### src/rtl/sentinel_pkg.sv
// sentinel_pkg: shared constants and state encoding for the Sentinel auth arbiter
package sentinel_pkg;
  localparam logic [7:0] SENTINEL_KEY = 8'hB6;
  localparam int STRIKE_W = 2;
  localparam int ESC_W = 2;
  typedef logic [2:0] state_t;
  localparam state_t ST_IDLE    = 3'd0;
  localparam state_t ST_GRANT   = 3'd1;
  localparam state_t ST_CHECK   = 3'd2;
  localparam state_t ST_LOCKOUT = 3'd3;
  localparam state_t ST_FUSED   = 3'd4;
endpackage

### src/rtl/lockout_timer.sv
// lockout_timer: loadable down-counter that freezes when disabled and flags zero
module lockout_timer #(
  parameter int unsigned TIMER_W = 28
) (
  input  logic               clk,
  input  logic               rst,
  input  logic               load,
  input  logic [TIMER_W-1:0] load_val,
  input  logic               en,
  output logic               zero
);
  logic [TIMER_W-1:0] r_cnt;
  // load wins over counting; the count parks at zero
  always_ff @(posedge clk) begin
    if (rst) r_cnt <= '0;
    else if (load) r_cnt <= load_val;
    else if (en && r_cnt != '0) r_cnt <= r_cnt - 1'b1;
  end
  assign zero = (r_cnt == '0);
endmodule

### src/rtl/sentinel_auth_arbiter.sv
// sentinel_auth_arbiter: round-robin key comparator sharing with strike lockout and tamper fuse
module sentinel_auth_arbiter
  import sentinel_pkg::*;
#(
  parameter logic [7:0]  KEY          = SENTINEL_KEY,
  parameter int unsigned MAX_STRIKES  = 3,
  parameter int unsigned LOCKOUT_BASE = 16,
  parameter int unsigned TIMER_W      = 28
) (
  input  logic                clk,
  input  logic                rst,
  input  logic                ena,
  input  logic                req_a,
  input  logic [7:0]          key_a,
  input  logic                req_b,
  input  logic [7:0]          key_b,
  input  logic                tamper,
  output logic                gnt_a,
  output logic                gnt_b,
  output logic                done,
  output logic                pass,
  output logic                lockout,
  output logic [STRIKE_W-1:0] strikes,
  output logic [ESC_W-1:0]    esc,
  output logic                fused
);
  if (MAX_STRIKES < 1 || MAX_STRIKES > 3) begin : g_bad_strikes
    $error("MAX_STRIKES must be in 1..3");
  end
  if (LOCKOUT_BASE == 0 || (64'(LOCKOUT_BASE) << 3) >= (64'd1 << TIMER_W)) begin : g_bad_timer
    $error("LOCKOUT_BASE must be >= 1 and LOCKOUT_BASE<<3 must fit in TIMER_W bits");
  end
  state_t              r_state;
  state_t              w_next;
  logic                r_owner;
  logic                r_ptr;
  logic                r_match;
  logic [STRIKE_W-1:0] r_strikes;
  logic [ESC_W-1:0]    r_esc;
  logic [STRIKE_W-1:0] w_strike_inc;
  logic                w_pick_b;
  logic                w_commit;
  logic                w_lock_go;
  logic                w_tmr_zero;
  assign w_pick_b     = req_b && (!req_a || r_ptr);
  assign w_strike_inc = r_strikes + 1'b1;
  assign w_commit     = (r_state == ST_CHECK) && ena && !tamper;
  assign w_lock_go    = w_commit && !r_match && (w_strike_inc == STRIKE_W'(MAX_STRIKES));
  // next-state selection; tamper overrides every state
  always_comb begin
    w_next = ST_IDLE;
    if (tamper) w_next = ST_FUSED;
    else case (r_state)
      ST_IDLE:    w_next = (ena && (req_a || req_b)) ? ST_GRANT : ST_IDLE;
      ST_GRANT:   w_next = ena ? ST_CHECK : ST_IDLE;
      ST_CHECK:   w_next = w_lock_go ? ST_LOCKOUT : ST_IDLE;
      ST_LOCKOUT: w_next = w_tmr_zero ? ST_IDLE : ST_LOCKOUT;
      ST_FUSED:   w_next = ST_FUSED;
      default:    w_next = ST_IDLE;
    endcase
  end
  // state, arbitration pointer, key capture and strike/escalation bookkeeping
  always_ff @(posedge clk) begin
    if (rst) begin
      r_state   <= ST_IDLE;
      r_owner   <= 1'b0;
      r_ptr     <= 1'b0;
      r_match   <= 1'b0;
      r_strikes <= '0;
      r_esc     <= '0;
    end else begin
      r_state <= w_next;
      if (r_state == ST_IDLE && w_next == ST_GRANT) begin
        r_owner <= w_pick_b;
        r_ptr   <= !w_pick_b;
      end
      if (r_state == ST_GRANT) r_match <= ((r_owner ? key_b : key_a) == KEY);
      if (w_commit) begin
        if (r_match) begin
          r_strikes <= '0;
          r_esc     <= '0;
        end else if (w_lock_go) begin
          r_strikes <= '0;
          r_esc     <= (r_esc == '1) ? r_esc : r_esc + 1'b1;
        end else r_strikes <= w_strike_inc;
      end
    end
  end
  lockout_timer #(.TIMER_W(TIMER_W)) u_timer (
    .clk      (clk),
    .rst      (rst),
    .load     (w_lock_go),
    .load_val (TIMER_W'(LOCKOUT_BASE) << r_esc),
    .en       ((r_state == ST_LOCKOUT) && ena),
    .zero     (w_tmr_zero)
  );
  assign gnt_a   = (r_state == ST_GRANT || r_state == ST_CHECK) && !r_owner;
  assign gnt_b   = (r_state == ST_GRANT || r_state == ST_CHECK) && r_owner;
  assign done    = (r_state == ST_CHECK);
  assign pass    = (r_state == ST_CHECK) && r_match;
  assign lockout = (r_state == ST_LOCKOUT);
  assign fused   = (r_state == ST_FUSED);
  assign strikes = r_strikes;
  assign esc     = r_esc;
endmodule

### config.mk
export PLATFORM = sky130hd
export DESIGN_NAME = sentinel_auth_arbiter
export DESIGN_NICKNAME = d
export VERILOG_FILES = /design/src/rtl/sentinel_pkg.sv /design/src/rtl/lockout_timer.sv /design/src/rtl/sentinel_auth_arbiter.sv
export SDC_FILE = /design/constraint.sdc
export NUM_CORES = 1
export LEC_CHECK = 0
export CAP_MARGIN = 20
export CELL_PAD_IN_SITES_DETAIL_PLACEMENT = 1
export CELL_PAD_IN_SITES_GLOBAL_PLACEMENT = 1
export CORE_MARGIN = 4
export CORE_UTILIZATION = 39
export CTS_BUF_LIST = sky130_fd_sc_hd__clkbuf_8
export CTS_CLUSTER_SIZE = 28
export DETAILED_ROUTE_END_ITERATION = 8
export PLACE_DENSITY_LB_ADDON = 0.1
export SYNTH_ARGS = -nofsm -noshare
export SYNTH_HDL_FRONTEND = slang
export SYNTH_HIERARCHICAL = 1
export SYNTH_SLANG_ARGS = --single-unit
### constraint.sdc
create_clock -name clk -period 2.25 [get_ports clk]
set_clock_uncertainty 0.05 [all_clocks]
set_input_delay 0.225 -clock clk [delete_from_list [all_inputs] [get_ports clk]]
set_output_delay 0.225 -clock clk [all_outputs]
set_load 0.05 [all_outputs]
After elaboration in Yosys (flattened, before gate mapping)
Index checks and enable logic that the tools add are counted.
{"block": "op_classes", "n_addsub": 3, "n_reduce_logical": 26, "n_eq_ne": 9, "mux": 14, "shift": 1}
{"op": "$mux 28", "count": 2}
{"op": "$logic_not 28->1", "count": 1}
{"op": "$reduce_bool 28->1", "count": 1}
{"op": "$shl 5x2->28 const A", "count": 1}
{"op": "$sub 28x1->28 const B", "count": 1}
{"op": "$mux 2", "count": 8}
{"op": "$pmux 3 s5", "count": 1}
{"op": "$logic_and 1x1->1", "count": 12}
{"op": "$eq 8x8->1 const B", "count": 1}
{"op": "$mux 8", "count": 1}
{"op": "$eq 3x1->1 const B", "count": 2}
{"op": "$eq 3x2->1 const B", "count": 2}
{"op": "$logic_not 1->1", "count": 5}
{"op": "$add 2x1->2 const B", "count": 2}
{"op": "$eq 2x2->1 const B", "count": 2}
{"op": "$reduce_bool 2->1", "count": 2}
{"op": "$eq 3x3->1 const B", "count": 1}
{"op": "$logic_not 3->1", "count": 1}
{"op": "$logic_or 1x1->1", "count": 3}
{"op": "$mux 3", "count": 1}
{"op": "$reduce_and 3->1", "count": 1}
{"op": "$ne 2x2->1 const B", "count": 1}
{"op": "$mux 1", "count": 1}
{"block": "word_totals", "out_inout_bits": 10, "wordCells": 60, "regBits": 38}

Depth between registers and ports, before layout
Gate-level depths: netlist of run 1.
{"block": "depth", "depth_word": 10, "mapped_depth": 9, "ltp_nobuf": 8}

Hierarchy
The synthesis of run 1 kept the hierarchy.
{"module": "lockout_timer", "cells_per_inst": 214, "instances": 1, "area_each_um2": 1747.9}
{"module": "sentinel_auth_arbiter", "cells_per_inst": 78, "instances": 1, "area_each_um2": 675.6}

Least setup slack after synthesis of run 1
Ideal clock, no wire load.
{"block": "synth_timing", "path_type": "reg-to-output", "start": "register r_state[2]", "end": "output port gnt_a", "path_slack_ns": -0.519, "t_required_ns": 1.975, "t_arrival_ns": 2.494, "path_stages_with_launch": 5, "path_cell_list": "dfxtp_1 buf_6 nor3b_1 nor2_1 nor2_1"}
{"block": "synth_between", "elab_chain_cells": 3}
{"element": "from (decl)", "line": "sentinel_auth_arbiter.sv:33", "source": "state_t r_state;"}
{"element": "from (signal assigned)", "line": "sentinel_auth_arbiter.sv:72", "source": "r_state <= w_next;"}
{"element": "$eq 3x2->1"}
{"element": "net done", "line": "sentinel_auth_arbiter.sv:20", "source": "output logic done,"}
{"element": "$logic_or 1x1->1", "line": "sentinel_auth_arbiter.sv:97", "source": "assign gnt_a = (r_state == ST_GRANT || r_state == ST_CHECK) && !r_owner;"}
{"element": "$logic_and 1x1->1", "line": "sentinel_auth_arbiter.sv:97"}
{"element": "to (decl)", "line": "sentinel_auth_arbiter.sv:18", "source": "output logic gnt_a,"}
The timed path passes the listed nets, and every way through them passes these cells.

Worst setup path after layout of run 1
{"block": "layout_timing", "start": "register u_timer.r_cnt[16]", "end": "register u_timer.r_cnt[26]"}
{"block": "layout_between", "elab_chain_cells": 3}
{"element": "from (decl)", "line": "lockout_timer.sv:12", "source": "logic [TIMER_W-1:0] r_cnt;"}
{"element": "from (signal assigned)", "line": "lockout_timer.sv:16", "source": "else if (load) r_cnt <= load_val;"}
{"element": "from (signal assigned)", "line": "lockout_timer.sv:17", "source": "else if (en && r_cnt != '0) r_cnt <= r_cnt - 1'b1;"}
{"element": "$sub 28x1->28 or $reduce_bool 28->1 (tied branches)", "line": "lockout_timer.sv:17"}
{"element": "$mux 28 or $logic_and 1x1->1 (tied branches)", "line": "lockout_timer.sv:17"}
{"element": "$mux 28 or $reduce_bool 2->1 (tied branches)"}
Several ways; a longest one is shown, not always the timed one. The select of a mux whose other input is x is not followed.
A chain may end at the register's enable or synchronous reset.

==> results of run 1 <==
-- registers in the layout (all words and copies together) (netlist names) --
register,flops
r_ptr,1
r_match,1
r_state,3
strikes,2
esc,2
r_owner,1
u_timer/r_cnt,28
-- cell families (layout without fill, tap and decap cells) --
family	after synthesis	in the layout	share of synthesized area [%]
mux	1	1	0.465
compound gates	79	80	23.8
fa+ha+maj	7	7	3.61
xor+xnor	4	4	1.45
flops	38	38	31.4
buf+inv	32	96	5.32
other cells	1	25	0.155
simple gates	130	130	33.8
-- cell type report --
cell class | instances | area (sq um) | area share (%)
sequential | 38 | 779 | 22.5
clock inverter | 2 | 8.76 | 0.253
clock buffer | 6 | 82.6 | 2.38
inverter | 15 | 56.3 | 1.62
tap | 75 | 93.8 | 2.71
timing repair buffer | 73 | 648 | 18.7
multi-input combinational | 247 | 1800 | 51.9
-- where the power goes --
| part | internal (uW) | switching [uW] |
|---|---|---|
| Sequential | 672 | 3.79 |
| Combinational | 58.5 | 52.8 |
| Clock | 243 | 256 |
| Total | 974 | 312 |
-- metrics by stage --
stage               hold slack, ns  total power (uW)
detailed placement           0.446               804
global route                 0.502              1340
CTS                          0.463              1300
global placement             0.437               801
finish                       0.458              1290
floorplan                    0.292               745
-- critical path, delay by kind of cell, from the launching register on --
family	cells	cell delay [ns]
simple gates	4	1.33
flops	1	0.38
compound gates	1	0.20
buf+inv	1	0.16
-- metal layers --
metal,routed length [um],up-vias,global-route usage (%)
met5,0,-,0
met4,172,0,4.96
met3,288,18,3.42
met2,4180,69,41.1
met1,3500,1284,25.6
li1,-,1281,-
-- timing repair --
item	CTS	global route
setup endpoints to repair	14	19
cloned	1	0
buffers inserted	2	3
pin swaps	5	12
gates resized for setup	10	32
-- synth_stat cells (2+ instances only) --
library cell	instances	area [sq um]
sky130_fd_sc_hd__o41ai_1	2	17.5
sky130_fd_sc_hd__or3_1	13	81.3
sky130_fd_sc_hd__nand3b_1	2	15.0
sky130_fd_sc_hd__and4b_1	2	20.0
sky130_fd_sc_hd__nor4_1	6	37.5
sky130_fd_sc_hd__nor3b_1	4	30.0
sky130_fd_sc_hd__a31o_2	2	17.5
sky130_fd_sc_hd__and4_1	5	43.8
sky130_fd_sc_hd__a211oi_1	5	37.5
sky130_fd_sc_hd__a21oi_1	11	55.1
sky130_fd_sc_hd__xnor2_1	4	35.0
sky130_fd_sc_hd__inv_1	15	56.3
sky130_fd_sc_hd__nand4b_1	3	26.3
sky130_fd_sc_hd__ha_1	7	87.6
sky130_fd_sc_hd__dfxtp_1	38	761
sky130_fd_sc_hd__o32ai_1	3	26.3
sky130_fd_sc_hd__o31ai_1	4	30.0
sky130_fd_sc_hd__and3_1	5	31.3
sky130_fd_sc_hd__nor4bb_1	2	20.0
sky130_fd_sc_hd__o21ai_0	13	65.1
sky130_fd_sc_hd__nand3_1	3	15.0
sky130_fd_sc_hd__a311oi_1	17	149
sky130_fd_sc_hd__nor3_1	5	25.0
sky130_fd_sc_hd__o21bai_1	2	15.0
sky130_fd_sc_hd__and2_1	3	18.8
sky130_fd_sc_hd__a2111oi_0	3	26.3
sky130_fd_sc_hd__clkbuf_1	15	56.3
sky130_fd_sc_hd__or4_1	7	52.6
sky130_fd_sc_hd__or2_2	4	25.0
sky130_fd_sc_hd__nand4_1	4	25.0
sky130_fd_sc_hd__nand2b_1	3	18.8
sky130_fd_sc_hd__a31oi_1	6	37.5
sky130_fd_sc_hd__nor4_4	2	42.5
sky130_fd_sc_hd__nor2_1	32	120
sky130_fd_sc_hd__nand2_1	16	60.1
-- worst max-delay path by stage --
stage	from	endpoint	slack, ns	cells past startpoint
3_5_place_dp	u_timer/r_cnt[1]	u_timer/r_cnt[7]	-0.11	8
5_1_grt	u_timer/r_cnt[16]	u_timer/r_cnt[26]	-0.04	6
3_3_place_gp	u_timer/r_cnt[1]	u_timer/r_cnt[11]	0.04	7
2_1_floorplan	r_state[2]	u_timer/r_cnt[27]	-0.009	8
6_report	u_timer/r_cnt[16]	u_timer/r_cnt[26]	0.02	6
4_1_cts	u_timer/r_cnt[17]	u_timer/r_cnt[26]	0.002	6
==> summary.json, run 1 <==
{
  "tightestPinTransition": {"value": 0.554, "unit": "ns"},
  "critical_path.reg2reg.endpoint": {"value": "u_timer/r_cnt[26]"},
  "design.final.nets": {"value": 409},
  "filler_cell_count": {"value": 723},
  "detailed_place.area": {"value": 0.00316, "unit": "sq mm"},
  "grt_pass1_vias": {"value": 2705},
  "synthesis.instances": {"value": 292},
  "clock_insertion_delay_worst_skew": {"value": 0.30, "unit": "ns"},
  "overflow": {"value": 0},
  "crit_path_frequent_cell": {"value": "sky130_fd_sc_hd__or4_4"},
  "stdcell_area": {"value": 0.00347, "unit": "sq mm"},
  "synth_edf_count": {"value": 0},
  "clk_path_buf_depth": {"value": 2},
  "grt_usage": {"value": 21.9, "unit": "%"},
  "timing.final.crit_share": {"value": 99.1, "unit": "%"},
  "reg2reg_from": {"value": "u_timer/r_cnt[16]"},
  "whs_endpoint": {"value": "strikes[1]"},
  "total_leakage_power": {"value": 0.00138, "unit": "uW"},
  "setup.worst_path.class": {"value": "reg2reg"},
  "detail_route.drc_violations": {"value": 0},
  "io_buffers": {"value": 31},
  "place_congestion": {"value": 0.819},
  "dr_total_vias": {"value": 2652},
  "setup_tns": {"value": 0, "unit": "ns"},
  "required": {"value": 2.40, "unit": "ns"},
  "rows": {"value": 28},
  "max-slew-margin-rel": {"value": 62.9, "unit": "%"},
  "ys_types": {"value": 59},
  "vias_per_cell": {"value": 5.82},
  "synth_warnings": {"value": 6},
  "critical_path_peak_fanout": {"value": 6},
  "vdd.ir_drop.worst": {"value": 0.000224, "unit": "V"},
  "yosysSeqAreaShare": {"value": 31.4, "unit": "%"},
  "area_growth_syn_to_layout": {"value": 43.1, "unit": "%"},
  "type_of_the_worst_min_delay_path": {"value": "reg2reg"},
  "cts.root.buffer_cell": {"value": "sky130_fd_sc_hd__clkbuf_8"},
  "top_ff_cell_synth": {"value": "sky130_fd_sc_hd__dfxtp_1"},
  "timing.final.crit_period": {"value": 2.23, "unit": "ns"},
  "outcome": {"value": "finished, final reports clean"},
  "crit_path_cell_trace": {"value": "nor4_4 -> buf_4 -> nand4_1 -> or4_4 -> or4_4 -> a311oi_2"},
  "tritoncts": {"value": "yes"},
  "die_w": {"value": 86.8, "unit": "um"},
  "grt_setup_unrepaired": {"value": "true"},
  "pre_cts_ws": {"value": -0.110, "unit": "ns"},
  "fp.dieH": {"value": 86.8, "unit": "um"},
  "critical_path.max_stage_delay": {"value": 0.49, "unit": "ns"},
  "postLayoutCoreUtil": {"value": 57.9, "unit": "%"},
  "hold_violation_total_from_the_final_report": {"value": 0},
  "synth-seq-cells": {"value": 38},
  "cts-buffers-inserted": {"value": 5},
  "grt_antenna_before_repair": {"value": 0},
  "design.die.area": {"value": 0.00754, "unit": "sq mm"},
  "floorplan.initialDensity": {"value": 40.5, "unit": "%"},
  "i_o_pin_count": {"value": 32},
  "largest_net_degree_at_the_start_of_global_routing": {"value": 19},
  "detailedRoute.firstIterationViolations": {"value": 132},
  "cts.sinks": {"value": 38},
  "global_route_wire_length_before_repair": {"value": 13200, "unit": "um"},
  "detail_route.first_pass.iterations": {"value": 4},
  "crit_path_end_kind": {"value": "register"},
  "post_synth.cell_area_avg": {"value": 8.30, "unit": "sq um"},
  "final_cell_mix": {"value": "42 x sky130_fd_sc_hd__buf_4, 32 x sky130_fd_sc_hd__nor2_1, 29 x sky130_fd_sc_hd__dfxtp_1, 28 x sky130_fd_sc_hd__clkdlybuf4s50_1, 25 x sky130_fd_sc_hd__conb_1"},
  "critical_path_arrival": {"value": 2.38, "unit": "ns"},
  "place_inst": {"value": 442},
  "instances_no_fill": {"value": 456},
  "detail_route.wl_per_cell": {"value": 17.8, "unit": "um"},
  "final_common_cell": {"value": "sky130_fd_sc_hd__buf_4"},
  "syn_area": {"value": 0.00242, "unit": "sq mm"},
  "post_route_cells_drive_above_1_share": {"value": 27.3, "unit": "%"},
  "min_path_cells": {"value": 2},
  "async_reset_ff_share": {"value": 0, "unit": "%"},
  "cts_hold_repair.buffers": {"value": 0},
  "drv_slew": {"value": 0},
  "fin_ws": {"value": 0.0200, "unit": "ns"},
  "dpl.hpwl": {"value": 5760, "unit": "um"},
  "core_box_area": {"value": 0.00599, "unit": "sq mm"},
  "power-per-cell-area": {"value": 371, "unit": "mW/mm^2"},
  "min_from": {"value": "strikes[1]"},
  "worst_setup_path_start_kind": {"value": "register"},
  "cpMaxStageDelayCell": {"value": "sky130_fd_sc_hd__or4_4"},
  "cap_violations": {"value": 0},
  "cts.htree.levels": {"value": 2},
  "postRouteAntennaNets": {"value": 0},
  "finalSetupViolCount": {"value": 0},
  "ff2ff_setup_slack": {"value": 0.02, "unit": "ns"},
  "achievable-frequency": {"value": 0.448, "unit": "GHz"},
  "clkSlewWorstSetupHoldPaths": {"value": 0.08, "unit": "ns"},
  "rr_worst_depth": {"value": 6},
  "antenna_cells_inserted": {"value": 0},
  "drt-total-wl": {"value": 8140, "unit": "um"}
}
No activity file was read; power rests on OpenSTA's default activity.
==> run 2: changes to the inputs <==
- GPL_ROUTABILITY_DRIVEN: default -> 0
- SLEW_MARGIN: default -> 20
==> results of run 2 <==
Final layout, timing and power as in run 1 (identical DEF).
==> run 3: changes to the inputs <==
- CORE_UTILIZATION: 39 -> 38
- PLACE_DENSITY_LB_ADDON: 0.1 -> 0.2
- SYNTH_HIERARCHICAL: 1 -> default
==> run 3 against run 2 <==
  * Sequential share of layout area increased by 4.4 points
  * Clock power increased by 15%
  * Via count decreased by 18%
  * Flip-flop and latch count unchanged
  * Cell area decreased by 18%
  * Routed wire length decreased by 24%
  * Die area decreased by 4.9%
  * Worst setup slack improved by 0.082 ns
  * Synthesized cell count decreased by 11%
  * Largest power group unchanged
==> summary.json, run 3 <==
{
  "final_common_cell": {"value": "sky130_fd_sc_hd__dfxtp_1"},
  "achievable-frequency": {"value": 0.466, "unit": "GHz", "change": "+3.8%"},
  "largest_reg_flops": {"value": 28, "change": "unchanged"},
  "critical_path.reg2reg.endpoint": {"value": "u_timer.r_cnt[6]"},
  "tritoncts": {"value": "yes"},
  "synth_top_cell_by_area": {"value": "sky130_fd_sc_hd__dfxtp_1"},
  "outcome": {"value": "finished, final reports clean"},
  "post_synth.cell_area_avg": {"value": 8.56, "unit": "sq um", "change": "+3.1%"},
  "critical_path_arrival": {"value": 1.87, "unit": "ns", "change": "-0.51 ns"},
  "dr_total_vias": {"value": 2168, "change": "-18%"},
  "min_from": {"value": "u_timer.r_cnt[10]"},
  "syn_area": {"value": 0.00223, "unit": "sq mm", "change": "-7.8%"},
  "synth_top_cells_by_count": {"value": "38 x sky130_fd_sc_hd__dfxtp_1, 22 x sky130_fd_sc_hd__nor2_1, 21 x sky130_fd_sc_hd__a21oi_1"},
  "cts.repair.resized": {"value": 0, "change": "-10"},
  "drt-total-wl": {"value": 6210, "unit": "um", "change": "-24%"},
  "detail_route.drc_violations": {"value": 0, "change": "unchanged"},
  "critical_path_peak_fanout": {"value": 8, "change": "+2"},
  "cts.htree.levels": {"value": 2, "change": "unchanged"},
  "antenna_cells_inserted": {"value": 0, "change": "unchanged"},
  "grt_antenna_before_repair": {"value": 0, "change": "unchanged"},
  "total_leakage_power": {"value": 0.00108, "unit": "uW", "change": "-22%"},
  "synth_area_leaders": {"value": "sky130_fd_sc_hd__dfxtp_1 34%, sky130_fd_sc_hd__a21oi_1 4.7%, sky130_fd_sc_hd__ha_1 3.9%"},
  "holdWs": {"value": 0.421, "unit": "ns", "change": "-0.0362 ns"},
  "async_reset_ff_share": {"value": 0, "unit": "%", "change": "unchanged"},
  "cpMaxStageDelayCell": {"value": "sky130_fd_sc_hd__clkdlybuf4s50_1"},
  "finalSetupViolCount": {"value": 0, "change": "unchanged"},
  "largest_net_degree_at_the_start_of_global_routing": {"value": 19, "change": "unchanged"},
  "grt_usage": {"value": 18.2, "unit": "%", "change": "-3.6 points"},
  "grt_setup_unrepaired": {"value": "false"},
  "vdd.ir_drop.worst": {"value": 0.000326, "unit": "V", "change": "+45%"},
  "filler_cell_count": {"value": 665, "change": "-8.0%"},
  "power": {"value": 1360, "unit": "uW", "change": "+5.3%"},
  "type_of_the_worst_min_delay_path": {"value": "reg2reg"},
  "rows": {"value": 27, "change": "-3.6%"},
  "io_buffers": {"value": 31, "change": "unchanged"},
  "ys_types": {"value": 61, "change": "+3.4%"},
  "max_flop_register": {"value": "u_timer.r_cnt"},
  "floorplan.initialDensity": {"value": 39.8, "unit": "%", "change": "-0.63 points"},
  "cap_violations": {"value": 0, "change": "unchanged"},
  "ff2ff_setup_slack": {"value": 0.18, "unit": "ns", "change": "+0.16 ns"},
  "required": {"value": 1.98, "unit": "ns", "change": "-0.42 ns"},
  "design.final.nets": {"value": 334, "change": "-18%"},
  "crit_path_end_kind": {"value": "primary output"},
  "synth_edf_count": {"value": 0, "change": "unchanged"},
  "timing.final.crit_share": {"value": 95.5, "unit": "%", "change": "-3.6 points"},
  "synth-xor-area-share": {"value": 1.18, "unit": "%", "change": "-0.27 points"},
  "detail_route.first_pass.iterations": {"value": 4, "change": "unchanged"},
  "yosysSeqAreaShare": {"value": 34.1, "unit": "%", "change": "+2.7 points"},
  "detailedRoute.firstIterationViolations": {"value": 69, "change": "-48%"},
  "setup_tns": {"value": 0, "unit": "ns", "change": "unchanged"},
  "drt-met1-wl": {"value": 2800, "unit": "um", "change": "-20%"},
  "final_cell_mix": {"value": "38 x sky130_fd_sc_hd__dfxtp_1, 27 x sky130_fd_sc_hd__clkdlybuf4s50_1, 21 x sky130_fd_sc_hd__nor2_1, 21 x sky130_fd_sc_hd__a21oi_1, 16 x sky130_fd_sc_hd__nand2_1"},
  "core_box_area": {"value": 0.00561, "unit": "sq mm", "change": "-6.4%"},
  "hold_violation_total_from_the_final_report": {"value": 0, "change": "unchanged"},
  "tightestPinTransition": {"value": 0.520, "unit": "ns", "change": "-0.0338 ns"},
  "max-slew-margin-rel": {"value": 65.0, "unit": "%", "change": "+2.1 points"},
  "met3RoutedLength": {"value": 285, "unit": "um", "change": "-1.0%"},
  "reg2reg_from": {"value": "u_timer.r_cnt[16]"},
  "synth_most_common_cell": {"value": "sky130_fd_sc_hd__dfxtp_1"},
  "synth_top_family_by_area": {"value": "simple AND/OR/NAND/NOR gates"},
  "synth_top_cell_area_share": {"value": 34.1, "unit": "%", "change": "+2.7 points"},
  "setup.worst_path.class": {"value": "reg2out"},
  "power-per-cell-area": {"value": 479, "unit": "mW/mm^2", "change": "+29%"},
  "i_o_pin_count": {"value": 32, "change": "unchanged"},
  "cts.root.buffer_cell": {"value": "sky130_fd_sc_hd__clkbuf_8"},
  "cts_post_setup_buffers_inserted": {"value": 0, "change": "-2"},
  "clk_path_buf_depth": {"value": 2, "change": "unchanged"},
  "critical_path.max_stage_delay": {"value": 0.82, "unit": "ns", "change": "+0.33 ns"},
  "vias_per_cell": {"value": 5.74, "change": "-1.4%"},
  "synth-seq-cells": {"value": 38, "change": "unchanged"},
  "fp.dieH": {"value": 84.7, "unit": "um", "change": "-2.5%"},
  "timing.final.crit_period": {"value": 2.15, "unit": "ns", "change": "-0.0819 ns"},
  "post_synth_and_or_nand_nor_area_fraction": {"value": 36.6, "unit": "%", "change": "+2.8 points"},
  "cts-buffers-inserted": {"value": 5, "change": "unchanged"},
  "synthesis.nets": {"value": 290},
  "min_path_cells": {"value": 2, "change": "unchanged"},
  "muxShareOfSynthArea": {"value": 2.69, "unit": "%", "change": "+2.2 points"},
  "whs_endpoint": {"value": "u_timer.r_cnt[10]"},
  "global_route_wire_length_before_repair": {"value": 10800, "unit": "um", "change": "-18%"},
  "synth_warnings": {"value": 0, "change": "-6"},
  "cts_hold_repair.buffers": {"value": 0, "change": "unchanged"},
  "area_growth_syn_to_layout": {"value": 26.7, "unit": "%"},
  "top_ff_cell_synth": {"value": "sky130_fd_sc_hd__dfxtp_1"},
  "worst_setup_path_start_kind": {"value": "register"},
  "clock_insertion_delay_worst_skew": {"value": 0.30, "unit": "ns", "change": "about the same"},
  "instances_no_fill": {"value": 378, "change": "-17%"},
  "place_inst": {"value": 370, "change": "-16%"},
  "synth_compound_area_share": {"value": 18.0, "unit": "%", "change": "-5.8 points"},
  "grt_pass1_vias": {"value": 2297, "change": "-15%"},
  "largestRegisters": {"value": "u_timer.r_cnt: 28 flops, r_state: 3 flops"},
  "dpl.hpwl": {"value": 4800, "unit": "um", "change": "-17%"},
  "die_w": {"value": 84.7, "unit": "um", "change": "-2.5%"},
  "drv_slew": {"value": 0, "change": "unchanged"},
  "overflow": {"value": 0, "change": "unchanged"},
  "design.die.area": {"value": 0.00717, "unit": "sq mm", "change": "-4.9%"},
  "crit_path_cell_trace": {"value": "nand2b_1 -> nor2_2 -> clkdlybuf4s50_1"},
  "synthesis.instances": {"value": 261, "change": "-11%"},
  "rr_worst_depth": {"value": 5, "change": "-1"},
  "postRouteAntennaNets": {"value": 0, "change": "unchanged"},
  "clkSlewWorstSetupHoldPaths": {"value": 0.08, "unit": "ns", "change": "about the same"},
  "met2_wirelength": {"value": 3030, "unit": "um", "change": "-27%"},
  "synth-adder-area-share": {"value": 3.92, "unit": "%", "change": "+0.31 points"},
  "post_route_cells_drive_above_1_share": {"value": 13.1, "unit": "%", "change": "-14 points"},
  "detail_route.wl_per_cell": {"value": 16.4, "unit": "um", "change": "-8.0%"},
  "cts.sinks": {"value": 38, "change": "unchanged"},
  "highest-signal-layer": {"value": "met4"}
}
[run 3: cell count changes after synthesis, sizes merged, moves of 5 or more]
cell    before  now
inv         15    9
o31ai        4   10
nor3b        6    1
a21oi       11   21
nor2        32   23
mux2i        0    6
a311oi      17    2
a211oi       6    1
nand3        3   13
nand2b       3    9
clkbuf      15    5
[run 3: worst max path at each step]
stage,startpoint,end,slack (ns),depth (start not counted)
final,r_state[1],done,0.10,3
after global routing,u_timer.r_cnt[2],u_timer.r_cnt[27],0.04,6
after CTS,r_state[1],lockout,0.08,3
after detailed placement,ena,u_timer.r_cnt[21],0.12,7
after global placement,ena,u_timer.r_cnt[21],0.16,7
after floorplan,strikes[0],u_timer.r_cnt[21],0.08,8
[run 3: power breakdown]
part           internal (uW)  leakage (uW)  switching [uW]
Sequential               676      0.000307            6.32
Combinational           55.6      0.000710            42.7
Clock                    323     0.0000607             252
Total                   1050       0.00108             301
[run 3: final cells by class]
cell class / count / area (sq um) / area share (%)
inverters: 9 / 33.8 / 1.19
flip-flops and latches: 38 / 761 / 26.9
well taps: 72 / 90.1 / 3.18
multi-input cells: 206 / 1400 / 49.6
clock inverters: 3 / 37.5 / 1.33
repair buffers: 45 / 435 / 15.4
clock buffers: 5 / 68.8 / 2.43
[run 3: critical path: cells and delay by family (launching register included)]
kind                   cells  cell delay (ns)
buffers and inverters      1             0.82
DFF                        1             0.47
and+or+nand+nor            2             0.28
[run 3: kinds of logic after synthesis]
logic type	count (synthesis)
AO/OA/AOI/OAI	62
XOR/XNOR	3
adder cells (fa/ha/maj)	7
flip-flops	38
multiplexers	6
buffers and inverters	17
AND/OR/NAND/NOR	128
[run 3: per-layer routing]
layer | vias up | GRT usage [%]
met5 | - | 0
met1 | 1037 | 21.6
met3 | 11 | 4.02
li1 | 1071 | -
met4 | 0 | 5.47
met2 | 49 | 32.7
[run 3: through the flow]
stage                     instance area [sq um]  setup WS (ns)  utilization (%)
final                                      2830          0.102             50.5
after CTS                                  2820         0.0763             50.3
after floorplan                            2240         0.0812                -
after global placement                     2720          0.162             48.4
after detailed placement                   2720          0.118             48.4
after global routing                       2830         0.0350             50.5
